**src/rtl/e_exc_reg.sv**
```systemverilog
// ---------------------------------------------------------------------------
// e_exc_reg -- Decode-to-Execute exception pipeline register.
//
// Holds the exception state that a decode-stage instruction carries into the
// execute stage (valid flag, ExcCode, PC, branch-delay bit) and merges in the
// execute-stage overflow faults (Ov, AdEL, AdES). The E/M exception register
// downstream sees one prioritised ExcCode per instruction.
//
// Ports:
//   clk          in   pipeline clock, rising edge
//   reset_n      in   asynchronous active-low reset
//   stall_e      in   hold all E-stage state this cycle
//   flush_e      in   replace the E-stage entry with a bubble (wins over stall)
//   d_exc_valid  in   decode-stage instruction carries an exception
//   d_exc_code   in   decode-stage ExcCode, ignored when d_exc_valid=0
//   d_pc         in   PC of the decode-stage instruction
//   d_bd         in   decode-stage instruction sits in a branch delay slot
//   e_ov         in   ALU signed overflow for the current E instruction
//   e_is_arith   in   E instruction traps on overflow (add, addi, sub)
//   e_is_load    in   E instruction is a load (address add)
//   e_is_store   in   E instruction is a store (address add)
//   e_exc_valid  out  merged exception present for the E instruction
//   e_exc_code   out  merged ExcCode (0 whenever e_exc_valid=0)
//   e_pc         out  registered PC of the E instruction
//   e_bd         out  registered delay-slot bit
//   e_bubble     out  E entry is a flush/reset bubble
//
// Interface note: there is no handshake. The register advances on every
// rising edge unless stall_e holds it; flush_e overrides stall_e.
// ---------------------------------------------------------------------------
module e_exc_reg #(
    parameter logic [31:0] RESET_PC  = 32'h0000_3000,
    parameter logic [4:0]  CODE_ADEL = 5'd4,
    parameter logic [4:0]  CODE_ADES = 5'd5,
    parameter logic [4:0]  CODE_OV   = 5'd12
) (
    input  logic        clk,
    input  logic        reset_n,
    input  logic        stall_e,
    input  logic        flush_e,
    input  logic        d_exc_valid,
    input  logic [6:2]  d_exc_code,
    input  logic [31:0] d_pc,
    input  logic        d_bd,
    input  logic        e_ov,
    input  logic        e_is_arith,
    input  logic        e_is_load,
    input  logic        e_is_store,
    output logic        e_exc_valid,
    output logic [6:2]  e_exc_code,
    output logic [31:0] e_pc,
    output logic        e_bd,
    output logic        e_bubble
);

    // Exception carried in from decode (registered part of the merge).
    logic       rValid;
    logic [6:2] rCode;

    // Priority on each edge: flush > stall > load.
    always_ff @(posedge clk or negedge reset_n) begin
        if (!reset_n) begin
            rValid   <= 1'b0;
            rCode    <= '0;
            e_pc     <= RESET_PC;
            e_bd     <= 1'b0;
            e_bubble <= 1'b1;
        end else if (flush_e) begin
            // The bubble still takes the decode PC/BD so a later interrupt
            // taken on it reports the correct EPC.
            rValid   <= 1'b0;
            rCode    <= '0;
            e_pc     <= d_pc;
            e_bd     <= d_bd;
            e_bubble <= 1'b1;
        end else if (!stall_e) begin
            rValid   <= d_exc_valid;
            rCode    <= d_exc_valid ? d_exc_code : 5'd0;
            e_pc     <= d_pc;
            e_bd     <= d_bd;
            e_bubble <= 1'b0;
        end
    end

    // Combinational merge, zero latency from the e_* inputs. An exception
    // from an earlier stage always wins; bubbles never fault; overflow with
    // no class bit (addu, addiu) is ignored. Class priority arith > load >
    // store only matters for illegal multi-hot class inputs.
    always_comb begin
        e_exc_valid = 1'b0;
        e_exc_code  = '0;
        if (rValid) begin
            e_exc_valid = 1'b1;
            e_exc_code  = rCode;
        end else if (!e_bubble && e_ov) begin
            if (e_is_arith) begin
                e_exc_valid = 1'b1;
                e_exc_code  = CODE_OV;
            end else if (e_is_load) begin
                e_exc_valid = 1'b1;
                e_exc_code  = CODE_ADEL;
            end else if (e_is_store) begin
                e_exc_valid = 1'b1;
                e_exc_code  = CODE_ADES;
            end
        end
    end

endmodule

```
**config.mk**
```make
export PLATFORM = sky130hd
export DESIGN_NAME = e_exc_reg
export DESIGN_NICKNAME = d
export VERILOG_FILES = /design/src/rtl/e_exc_reg.sv
export SDC_FILE = /design/constraint.sdc
export NUM_CORES = 1
export LEC_CHECK = 0
export CAP_MARGIN = 20
export CORE_AREA = 2 2 53 104
export CTS_CLUSTER_SIZE = 30
export DETAILED_ROUTE_END_ITERATION = 10
export DIE_AREA = 0 0 55 106
export PLACE_DENSITY = 0.75
export SYNTH_ARGS = -nofsm -noshare
export SYNTH_HDL_FRONTEND = slang
export SYNTH_SLANG_ARGS = --single-unit
```
**constraint.sdc**
```tcl
create_clock -name clk -period 0.9 [get_ports clk]
set_input_delay 0.09 -clock clk [delete_from_list [all_inputs] [get_ports clk]]
set_output_delay 0.09 -clock clk [all_outputs]
set_load 0.005 [all_outputs]
```
==> flow_summary.toml <==
[logic_synthesis]
synthXorXnorAreaFrac_pct = 0
synth_area_per_cell_sq_um = 16.3
synth_cell_types = 21
syn_area_sq_um = 1760
synth_top_area_share_pct = 52.5
yosys.area.top_type = "dfrtp_1"
synth_nets = 155
synth_compound_area_share_pct = 3.90
syn_inst = 108
synthMuxAreaShare_pct = 28.0
yosysWarnings = 0
synth_top_family_by_area = "multiplexers"
seq_area_frac_synth_pct = 57.0
synth-simple-area-share_pct = 5.89
ys_top_cells_by_area = "dfrtp_1, mux2_4, dfstp_2"
synth_fa_ha_area_share_pct = 0
ys_ff_latch = 40

[global_routing]
grt_overflow_total = 0
grt_max_degree = 41
grt_pass1_wl_mm = 6.75
grt_pass1_vias = 1386
grt.total_usage_pct = 16.3
antenna_found_initial = 0

[placed_design]
dp.cells = 257
dpl_cell_area_sq_um = 2730
dp_hpwl_mm = 2.93
port_buffers = 86
gp_congestion = 0.673

[drt]
first_pass_iters = 4
wl_mm = 4.37
drc = 0
vias = 1327
drt_iter0_markers = 13
antenna_left = 0
wl_per_cell_um = 15.2
vias_per_cell = 4.62

[pwr]
power_uw = 4260
power.density_nw_per_um2 = 1470
p_leak_uw = 0.00144
max-vdd-ir-drop_mv = 0.966

[timing]
setup_slack_ns = -0.528
timing.final.crit_share_pct = 159
maxSlewViolCount = 0
worstMarginPinSlew_ns = 0.244
fmax_ghz = 0.700
relSlewSlack_pct = 83.7
hold_viol = 0
setup_viol = 11
worst_clock_skew_ns = 0
fin_setup_tns_ns = -3.15
rsz0062_at_grt = "yes"
finalCriticalPeriod_ns = 1.43

[setup_path]
r2r_start = "e_bubble$_DFFE_PN1P_"
cpPeakStageDelay_ns = 0.54
critPathCaptureType = "output port"
reg2reg_slack_ns = -0.01
reg2reg_to = "e_bubble$_DFFE_PN1P_"
critPathLaunchType = "register"
worstPathCellList = "nor3b_2 -> buf_4 -> a32o_1 -> buf_2"
worst-r2r-cell-count = 3
crit_fanout = 2
cp.required_ns = 0.81
crit_type = "register to output port"
slowest_stage = "dfstp_2"
worstPathArrival_ns = 1.34

[finish]
seq_area_sq_um = 1000
syn2layout_area_growth_pct = 64.4
drive_gt1_share_pct = 53.7
final_nets = 275
fin_util_pct = 56.9
antennaDiodeCount = 0
multiInputGateArea_sq_um = 682
fillers = 450
stdcell_count = 287
fin_area_sq_um = 2900

[floorplanning]
initial_utilization_pct = 34.6
dieArea_sq_um = 5830
row_count = 37
die_w_um = 55
pin_count = 87
coreArea_sq_um = 5090
die-height_um = 106

[min_path]
hold_class = "primary input to register"
worstHoldPathCells = 3
hp-start = "flush_e"
hold_path_end = "rCode[3]$_DFFE_PN0P_"

[clock_network]
htree_levels = 2
clk_latency_ns = 0.28
cts_sinks = 40
cts_tree = "yes"
cts-buffers-inserted = 5
clk_pin_slew_worst_paths_ns = 0.07
ctsRootBufferMaster = "clkbuf_8"
cts_buffer_depth = 2

[outcome]
violations = "setup timing"
status = "complete, but fails checks"

[run]
timing.max_cap.violations = 0
-- cell usage after synthesis, drive strengths merged --
master   n
dfrtp   37
mux2    33
buf      6
a21oi    5
nand2    5
nand3b   5
dfstp    3
a22o     2
and2     2
nor2     2
a21o     1
a31o     1
a32o     1
inv      1
mux2i    1
nand2b   1
nor3b    1
or3      1
-- registers in the layout, indices dropped and copies added, names as in the netlist --
register / flops
e_bd: 1
e_pc: 32
e_bubble: 1
rValid: 1
rCode: 5
-- cell families after synthesis --
kind of cell | count (synthesis)
buffers and inverters | 7
and+or+nand+nor | 17
DFF | 40
AOI/OAI and AO/OA | 10
muxes | 34
-- placed cells by master, fill, tap and decap left out, drive strengths merged, types with 2 or more instances in the layout --
master | netlist | routed
clkdlybuf4s50 | 0 | 41
nor2 | 2 | 2
nand2 | 5 | 5
dfstp | 3 | 3
mux2 | 33 | 33
nand3b | 5 | 5
buf | 6 | 72
dlygate4sd2 | 0 | 3
a22o | 2 | 2
clkbuf | 0 | 10
dfrtp | 37 | 37
and2 | 2 | 2
a21oi | 5 | 5
-- worst max-delay path by stage --
| stage | start | end | slack [ns] | cells past startpoint |
|---|---|---|---|---|
| after floorplan | flush_e | e_bd$_DFFE_PN0P_ | -0.11 | 5 |
| after global placement | e_is_arith | e_exc_valid | -0.76 | 4 |
| after detailed placement | e_is_arith | e_exc_valid | -0.80 | 4 |
| after CTS | e_bubble$_DFFE_PN1P_ | e_exc_code[2] | -0.54 | 4 |
| after global routing | e_bubble$_DFFE_PN1P_ | e_exc_code[2] | -0.58 | 4 |
| final | e_bubble$_DFFE_PN1P_ | e_exc_code[2] | -0.53 | 4 |
-- critical path: cells and delay by family, from the launching register on --
family	cells	cell delay, ns
compound gates	1	0.21
simple gates	1	0.05
flops	1	0.54
buf+inv	2	0.26
-- layer usage --
layer  vias up  GRT usage (%)  part of all wire, %
li1        618              -                    -
met1       621           16.9                   34
met2        74           27.7                   54
met3        14           4.49                  7.2
met4         0           8.89                  4.6
met5         -              0                    0
-- stage by stage --
stage                     hold WS, ns  worst slack, ns
after floorplan                -0.206           -0.105
final                           0.137           -0.528
after global placement         0.0767           -0.759
after CTS                       0.244           -0.537
after global routing            0.136           -0.578
after detailed placement       0.0771           -0.803
-- where the power goes --
| group | switching, uW | internal (uW) | total [uW] |
|---|---|---|---|
| logic | 299 | 652 | 952 |
| registers | 74.5 | 1940 | 2020 |
| clock network | 587 | 700 | 1290 |
-- repair_timing --
action	CTS	global route
hold endpoints to repair	39	0
pin swaps	6	3
setup buffers	12	8
gates resized for setup	171	8
endpoints found under the setup margin	73	48
hold buffers	1	0
cloned	2	0
-- area by class of cell --
type | instances | share of cell area (%)
sequential | 40 | 34.7
tap | 58 | 2.50
multi-input combinational | 61 | 23.5
inverter | 1 | 0.129
clock buffer | 8 | 3.45
timing repair buffer | 119 | 35.7
Note: power is estimated with default switching activity, not from simulation.
